File: src/rtl/ram_fifo_ctrl_pkg.sv
// Shared types for the RAM-backed FIFO controller: classification of what
// happens to the occupancy on a given clock edge.
package ram_fifo_ctrl_pkg;

  typedef enum logic [1:0] {
    XFER_NONE = 2'b00,
    XFER_PUSH = 2'b01,
    XFER_POP  = 2'b10,
    XFER_BOTH = 2'b11
  } xfer_e;

  function automatic xfer_e xfer_kind(input logic push, input logic pop);
    return xfer_e'({pop, push});
  endfunction

endpackage

File: src/rtl/ram_fifo_ctrl_dual_port_ram.sv
// Simple dual-port RAM: synchronous write, registered read address.
// A write and a read of the same address on one edge returns the new word.
module dual_port_ram #(
  parameter int ADDR_WIDTH = 5,
  parameter int DATA_WIDTH = 32
) (
  input  logic                  clk,
  input  logic                  we,
  input  logic [ADDR_WIDTH-1:0] wr_addr,
  input  logic [DATA_WIDTH-1:0] wr_data,
  input  logic [ADDR_WIDTH-1:0] rd_addr,
  output logic [DATA_WIDTH-1:0] rd_data
);

  logic [DATA_WIDTH-1:0] mem [2**ADDR_WIDTH];
  logic [ADDR_WIDTH-1:0] rd_addr_q;

  always_ff @(posedge clk) begin
    if (we) mem[wr_addr] <= wr_data;
    rd_addr_q <= rd_addr;
  end

  assign rd_data = mem[rd_addr_q];

endmodule

File: src/rtl/ram_fifo_ctrl.sv
// Show-ahead FIFO controller around a dual-port RAM; holds pointers,
// occupancy and flags. Contents survive reset/flush, only pointers clear.
module ram_fifo_ctrl
  import ram_fifo_ctrl_pkg::*;
#(
  parameter int ADDR_WIDTH  = 5,
  parameter int DATA_WIDTH  = 32,
  parameter int AFULL_LEVEL = 2**ADDR_WIDTH - 4
) (
  input  logic                  clk,
  input  logic                  reset,
  input  logic                  flush,
  input  logic [DATA_WIDTH-1:0] in_data,
  input  logic                  in_valid,
  output logic                  in_ready,
  output logic [DATA_WIDTH-1:0] out_data,
  output logic                  out_valid,
  input  logic                  out_ready,
  output logic [ADDR_WIDTH:0]   count,
  output logic                  almost_full
);

  localparam int DEPTH = 2**ADDR_WIDTH;
  localparam logic [ADDR_WIDTH:0] DEPTH_CNT = DEPTH[ADDR_WIDTH:0];
  localparam logic [ADDR_WIDTH:0] AFULL_CNT = AFULL_LEVEL[ADDR_WIDTH:0];

  logic [ADDR_WIDTH-1:0] wr_ptr;
  logic [ADDR_WIDTH-1:0] rd_ptr;
  logic [ADDR_WIDTH-1:0] rd_addr;
  logic [ADDR_WIDTH:0]   count_q;
  logic                  push;
  logic                  pop;
  logic                  we;

  // Flags depend only on registered occupancy, never on in_valid/out_ready.
  assign in_ready    = (count_q != DEPTH_CNT);
  assign out_valid   = (count_q != '0);
  assign almost_full = (count_q >= AFULL_CNT);
  assign count       = count_q;

  assign push = in_valid && in_ready;
  assign pop  = out_valid && out_ready;
  assign we   = push && !reset && !flush;

  // Look one entry ahead on a pop so the new head is visible next cycle.
  always_comb begin
    rd_addr = rd_ptr;
    if (reset || flush) rd_addr = '0;
    else if (pop)       rd_addr = rd_ptr + 1'b1;
  end

  always_ff @(posedge clk) begin
    if (reset || flush) begin
      wr_ptr  <= '0;
      rd_ptr  <= '0;
      count_q <= '0;
    end else begin
      if (push) wr_ptr <= wr_ptr + 1'b1;
      if (pop)  rd_ptr <= rd_ptr + 1'b1;
      case (xfer_kind(push, pop))
        XFER_PUSH: count_q <= count_q + 1'b1;
        XFER_POP:  count_q <= count_q - 1'b1;
        default:   count_q <= count_q;
      endcase
    end
  end

  dual_port_ram #(
    .ADDR_WIDTH(ADDR_WIDTH),
    .DATA_WIDTH(DATA_WIDTH)
  ) u_ram (
    .clk     (clk),
    .we      (we),
    .wr_addr (wr_ptr),
    .wr_data (in_data),
    .rd_addr (rd_addr),
    .rd_data (out_data)
  );

endmodule
File: config.mk
export PLATFORM = sky130hd
export DESIGN_NAME = ram_fifo_ctrl
export DESIGN_NICKNAME = d
export VERILOG_FILES = /design/src/rtl/ram_fifo_ctrl_pkg.sv /design/src/rtl/ram_fifo_ctrl_dual_port_ram.sv /design/src/rtl/ram_fifo_ctrl.sv
export SDC_FILE = /design/constraint.sdc
export NUM_CORES = 1
export LEC_CHECK = 0
export ABC_AREA = 1
export CORE_ASPECT_RATIO = 0.9
export CORE_MARGIN = 5
export CORE_UTILIZATION = 25
export CTS_CLUSTER_SIZE = 40
export DETAILED_ROUTE_END_ITERATION = 6
export DONT_BUFFER_PORTS = 1
export SLEW_MARGIN = 15
export SYNTH_ARGS = -nofsm -noshare
export SYNTH_HDL_FRONTEND = slang
export SYNTH_SLANG_ARGS = --single-unit
File: constraint.sdc
create_clock -name clk -period 2.75 [get_ports clk]
set_input_delay 0.55 -clock clk [delete_from_list [all_inputs] [get_ports clk]]
set_output_delay 0.55 -clock clk [all_outputs]
set_load 0.01 [all_outputs]
==> impl_results.md, run 1 <==
* Status: finished, violations left
* Failing checks: setup timing
* Layout cell share with drive strength beyond 1 at 0.1862
* Total Routing Usage GR at 0.1376
* Full die area at 179,700 sq um
* Clk root buf: clkbuf_16
* Met2 WL at 65,210 um
* Total power at 37.12 mW
* Cell row count at 144
* Area Overhead vs Synth at 25.08%
* Pwr dens at 692.9 nW/um^2
* Port Buffers at 0
* Clock slew at reported path FFs at 0.06 ns
* Remaining DRCs at 0
* Top-area cell type share of the netlist area at 0.7181
* Initial antenna violation count at 6
* Syn Inst Count at 3,635
* Final setup viols at 32
* Crit path cell chain: buf_12, clkinv_16, buf_12, buf_12, buf_16, nand2_1, nand3_1, nand3_2, nand2_2, nand2_2, nand2_2, nand2_2, nand2_4
* Flops & latches, synth at 1,045
* Max H-tree Level at 3
* Area of the multi-input gates at 11,290 sq um
* Crit-path max FO at 10
* # clock sinks at 1,045
* Library cells used by synthesis at 27
* Hold depth at 2
* Total number of vias at 28,970
* Mapped Nets at 3,683
* Non-Filler Instances at 6,153
* CTS max path bufs at 3
* Core area at 170,800 sq um
* Setup Skew at 0.02827 ns
* CP dominant cell by count: nand2_2
* Routability cong. at 0.7841
* Later-pin clock latency in the skew report at 0.69 ns
* Least-Margin Pin Slew at 1.185 ns
* Sequential share of the synthesized area at 0.7279
* Largest net degree at the start of global routing at 76
* CTS Buf Count at 102
* Hold endpoint: wr_ptr[3]
* CP Capture Type: primary output
* Area contributors post-synth: edfxtp_1, nand2_1, nand3_1
* Global-route wire length before repair at 186,000 um
* R2R cell count at 12
* Die height at 402.6 um
* Critical Path AT at 2.44 ns
* Top Family by Delay on Critical Path: buffers and inverters
* IO Count at 78
* CP Launch Type: flop
* Crit path max-delay cell type: dfxtp_4
* Die width at 446.3 um
* Commonest cells post-synth: nand2_1, edfxtp_1, nand3_1
* RSZ-0062 raised after global routing: yes
* Met1 wire length at 52,790 um
* Ys Warns at 0
* Flop2flop setup slack at 0.33 ns
* Dpl cell area at 46,190 sq um
* Post-synthesis average cell area at 11.78 sq um
* Worst slew margin at 0.2073
* Top sig layer: met5
* Post-synth EDFFs at 1,024
* Hold Crit Class: in -> reg
* Most frequent cell after synthesis: nand2_1
* Fillers at 16,830
* DP Wirelength at 66,670 um
* Largest area contributor in the netlist: edfxtp_1
* Pre-antenna DRT Iters at 5
* Max-cap violations at 0
* Mapped Area at 42,820 sq um
* Reg area at 31,190 sq um
* Initial DRC count at 3,131
* CTS tree: yes
* Reg2reg end: count[4]
* Minimum clock period at 2.986 ns
* Static leakage at 19.08 nW
* VDD IR-drop max at 0.5370 mV
* Slack of the critical path at -0.2358 ns
* Synth Flop Type: edfxtp_1
* Detail Route Antenna Nets at 0
* Met3 Wirelength at 9904 um
* CP bufs+invs at 5
* Fmax at 334.9 MHz
* Final Cycle Share at 1.086
* WL/cell at 21.68 um
* Critical R2R Launch: count[3]
* Final hold vios at 0
* Drt total wl at 133,400 um
* Initial Utilization at 0.2507
* WS Path Type: reg -> out
* Asr flop ratio synth at 0
* Number of global-route vias before repair at 27,030
* Grt ovf at 0
* Post-Place Worst Slack at 0.2657 ns
* Max incr delay on CP at 0.39 ns
* Critical path required time at 2.20 ns
* Nets@finish at 3,852
* Post-route cell area at 53,560 sq um
* Hold Path Origin: in_valid
* Via density per instance at 4.708
* Placed instance count at 5,828
* Final Max Tran Viols at 0
## worst max path at each step
stage	cells past startpoint	startpoint	endpoint
finish	13	flop	out_data[13]
global route	13	flop	out_data[14]
CTS	11	flop	out_data[17]
detailed placement	10	flop	out_data[13]
global placement	10	flop	out_data[13]
floorplan	5	reset	u_ram.mem[0][0]
## registers in the layout, summed over array words and instances, names as in the netlist, named ones only
name             flops
count                6
u_ram.rd_addr_q      5
wr_ptr               5
u_ram.mem         1024
## layout by cell type (no fill, tap or decap), drive strengths merged
master       count
a21oi           16
buf            237
bufbuf           5
bufinv          15
clkbuf         147
clkinv          46
clkinvlp         2
dfxtp           21
diode            2
dlygate4sd3     12
edfxtp        1024
fa               1
ha              10
inv             36
nand2         1470
nand3          780
nand4            4
nor2            44
nor3             1
o21ai            9
o31ai            1
xnor2            2
xor2             5
## cells by family after synthesis
group | synth area share
AO/OA/AOI/OAI | 0.003097
flip-flops | 0.7279
AND/OR/NAND/NOR | 0.2248
adder cells (fa/ha/maj) | 0.003389
buffers and inverters | 0.03944
XOR/XNOR | 0.001432
## worst reg2reg max path: cells and delay by family, from the launching register on
family	cells	cell delay (ns)
simple gates	7	0.83
fa+ha+maj	2	0.76
flops	1	0.37
buf+inv	2	0.20
compound gates	1	0.14
## metal layers
metal | up-vias | GRT usage
met5 | - | 0
met2 | 1325 | 0.2339
met3 | 267 | 0.01965
li1 | 13030 | -
met4 | 2 | 0.05045
met1 | 14340 | 0.1788
## final cells by class
class | count | share of cell area
multi-input combinational | 2343 | 0.2108
antenna | 2 | 0.00009344
clock inverter | 66 | 0.01413
tap | 2263 | 0.05286
timing repair buffer | 279 | 0.08463
sequential | 1045 | 0.5822
timing repair inverter | 6 | 0.001869
clock buffer | 122 | 0.05032
inverter | 27 | 0.003013
## stage by stage
stage | util | hold WS (ns) | TNS (ns)
2_1_floorplan | - | 0.4594 | -256.96
3_3_place_gp | 0.2704 | 0.4745 | 0
3_5_place_dp | 0.2704 | 0.4922 | 0
4_1_cts | 0.3033 | 0.009213 | -5.525
5_1_grt | 0.3136 | 0.04724 | -8.711
6_report | 0.3136 | 0.05474 | -5.245
## power by group
group,internal [mW],total [mW],switching (mW)
registers,17.5,17.6,0.0457
logic,1.97,5.08,3.11
clock network,8.42,14.5,6.04
total,27.9,37.1,9.20
## timing repair
item	4_1_cts	5_1_grt
buffers inserted	24	13
hold buffers	32	0
endpoints found under the setup margin	32	32
pin swaps	40	132
endpoints found under the hold margin	1024	0
resized for setup	168	238
gates cloned	33	34
(Power assumes the default switching activity.)
==> run 2, diff against run 1 <==
--- a/config.mk
+++ b/config.mk
@@ -6,8 +6,9 @@
 export NUM_CORES = 1
 export LEC_CHECK = 0
 export ABC_AREA = 1
+export CAP_MARGIN = 15
 export CORE_ASPECT_RATIO = 0.9
-export CORE_MARGIN = 5
+export CORE_MARGIN = 2
 export CORE_UTILIZATION = 25
 export CTS_CLUSTER_SIZE = 40
 export DETAILED_ROUTE_END_ITERATION = 6
==> impl_results.md, run 2 (same netlist as run 1, synthesis figures left out) <==
* Status: finished, violations left (unchanged)
* Failing checks: setup timing (unchanged)
* Final hold vios at 0 (unchanged)
* Initial Utilization at 0.2510 (was 0.2507)
* Initial DRC count at 3,038 (was 3,131)
* Via density per instance at 4.629 (was 4.708)
* Total power at 35.57 mW (was 37.12 mW)
* Final setup viols at 32 (unchanged)
* Most common cell after layout, fill and taps aside: nand2_1 (unchanged)
* Post-route cell area at 52,200 sq um (was 53,560 sq um)
* Top Family by Delay on Critical Path: simple AND/OR/NAND/NOR gates (was buffers and inverters)
* Largest net degree at the start of global routing at 77 (was 76)
* P_int at 26.65 mW (was 27.92 mW)
* Critical Path AT at 2.45 ns (was 2.44 ns)
* Minimum clock period at 2.996 ns (was 2.986 ns)
* Least-Margin Pin Slew at 1.244 ns (was 1.185 ns)
* CP dominant cell by count: nand2_1 (was nand2_2)
* Post-Place Worst Slack at 0.2881 ns (was 0.2657 ns)
* Critical path required time at 2.20 ns (about the same)
* Total number of vias at 28,230 (was 28,970)
* Later-pin clock latency in the skew report at 0.70 ns (was 0.69 ns)
* Remaining DRCs at 0 (unchanged)
* Pwr dens at 681.5 nW/um^2 (was 692.9 nW/um^2)
* Final Cycle Share at 1.089 (was 1.086)
* Core area at 170,600 sq um (was 170,800 sq um)
* CTS tree: yes (unchanged)
* Crit path max-delay cell type: dfxtp_4 (unchanged)
* Die width at 440.3 um (was 446.3 um)
* Commonest non-fill, non-tap cells in the layout: nand2_1, edfxtp_1, nand3_1 (unchanged)
* Max-cap violations at 0 (unchanged)
* Switching fraction of total power at 0.2508 (was 0.2478)
* WS Path Type: reg -> out (unchanged)
* VDD IR-drop max at 0.5395 mV (was 0.5370 mV)
* Slack of the critical path at -0.2457 ns (was -0.2358 ns)
* Detail Route Antenna Nets at 0 (unchanged)
* Sw Pwr at 8.923 mW (was 9.199 mW)
* Final Max Tran Viols at 0 (unchanged)
* Die height at 396.6 um (was 402.6 um)
* CTS max path bufs at 3 (unchanged)
* Max reg flops at 1,024 (unchanged)
* Global-route wire length before repair at 182,200 um (was 186,000 um)
* Worst slew margin at 0.1677 (was 0.2073)
* Grt ovf at 0 (unchanged)
* Cell row count at 144 (unchanged)
* Full die area at 174,600 sq um (was 179,700 sq um)
* Drt total wl at 125,900 um (was 133,400 um)
* CP Launch Type: flop (unchanged)
* Clk pwr share at 0.375 (was 0.390)
* Crit path cell chain: buf_12, buf_12, clkinv_16, clkbuf_16, nand2_1, nand3_1, nand3_1, nand2_1, nand2_1, nand2_1, nand2_1, nand2_4 (was buf_12, clkinv_16, buf_12, buf_12, buf_16, nand2_1, nand3_1, nand3_2, nand2_2, nand2_2, nand2_2, nand2_2, nand2_4)
* Max H-tree Level at 3 (unchanged)
* Clock slew at reported path FFs at 0.07 ns (was 0.06 ns)
* Initial antenna violation count at 10 (was 6)
* RSZ-0062 raised after global routing: yes (unchanged)
* IO Count at 78 (unchanged)
* Setup TNS at -6.243 ns (was -5.245 ns)
* Pre-antenna DRT Iters at 5 (unchanged)
* Setup Skew at 0.02450 ns (was 0.02827 ns)
* Static leakage at 18.44 nW (was 19.08 nW)
* WL/cell at 20.66 um (was 21.68 um)
* Max incr delay on CP at 0.41 ns (was 0.39 ns)
* Most flops, register: u_ram.mem (unchanged)
* Hold Crit Class: in -> reg (unchanged)
* Layout cell share with drive strength beyond 1 at 0.1483 (was 0.1862)
* Fmax at 333.8 MHz (was 334.9 MHz)
* Sequential fraction of design power at 0.494 (was 0.473)
* Comb pwr share at 0.131 (was 0.137)
* Fillers at 16,820 (was 16,830)
* Total Routing Usage GR at 0.1391 (was 0.1376)
* Nets@finish at 3,804 (was 3,852)
* # clock sinks at 1,045 (unchanged)
* Number of global-route vias before repair at 27,040 (was 27,030)
* Routability cong. at 0.7988 (was 0.7841)
* CP bufs+invs at 4 (was 5)
* DP Wirelength at 63,300 um (was 66,670 um)
* Port Buffers at 0 (unchanged)
* Clk root buf: clkbuf_16 (unchanged)
* CTS Buf Count at 95 (was 102)
* Crit-path max FO at 13 (was 10)
* CP Capture Type: primary output (unchanged)
* Area Overhead vs Synth at 21.90% (was 25.08%)
* Dpl cell area at 46,200 sq um (was 46,190 sq um)
## run 2: power groups by stage
stage	combinational, mW	sequential (mW)	clock (mW)
after CTS	4.35	17.6	13.5
after global routing	5.06	17.6	14.1
after detailed placement	3.29	17.9	0
after global placement	3.27	17.9	0
final	4.66	17.6	13.3
after floorplan	2.44	17.9	0
## run 2: path summary, 6_finish.rpt
kind,to,depth (start not counted),startpoint,slack [ns]
min reg2reg,flop,2,u_ram.rd_addr_q[4],0.50
min,wr_ptr[2],2,in_valid,0.04
max,out_data[22],12,flop,-0.25
max reg2reg,count[4],12,count[1],0.33
## run 2: repair_timing
action	CTS	global route
pin swaps	34	56
resized for setup	151	122
hold buffers	33	0
setup endpoints to repair	32	33
cloned	26	17
setup buffers	33	9
hold endpoints to repair	1025	0
## run 2: final cells by class
type / instances / area (sq um) / share of cell area
Timing Repair Buffer: 239 / 3975 / 0.07615
Tap cell: 2263 / 2831 / 0.05424
Multi-Input combinational cell: 2343 / 10870 / 0.2082
Timing Repair inverter: 5 / 78.83 / 0.001510
Inverter: 27 / 151.4 / 0.002900
Sequential cell: 1045 / 31190 / 0.5974
Clock inverter: 60 / 640.6 / 0.01227
Clock buffer: 112 / 2462 / 0.04717
Antenna cell: 3 / 7.507 / 0.0001438
## run 2: per-stage QoR
step | hold slack [ns] | utilization | cells
finish | 0.03985 | 0.3059 | 6097
global route | 0.04969 | 0.3059 | 6096
CTS | 0.004676 | 0.3009 | 6070
detailed placement | 0.4856 | 0.2708 | 5807
global placement | 0.4811 | 0.2708 | 5807
floorplan | 0.4594 | - | 3635
## run 2: worst reg2reg max path, cell delays in order, from the launching register on
cell and delay [ns]:
dfxtp_1 0.38, nor2_1 0.22, nand4_1 0.18, nand2_2 0.17
inv_1 0.14, ha_1 0.32, ha_1 0.38, a21oi_1 0.16
nand2_1 0.08, nand2_1 0.06, nand2_1 0.04, o21ai_0 0.14
inv_1 0.05
## run 2: routing by layer
layer  part of all wire  vias up  track usage
li1                   -    12920            -
met1               0.41    13980       0.1770
met2               0.49     1088       0.2341
met3              0.065      236      0.02255
met4              0.038        4      0.05773
met5            0.00017        -            0
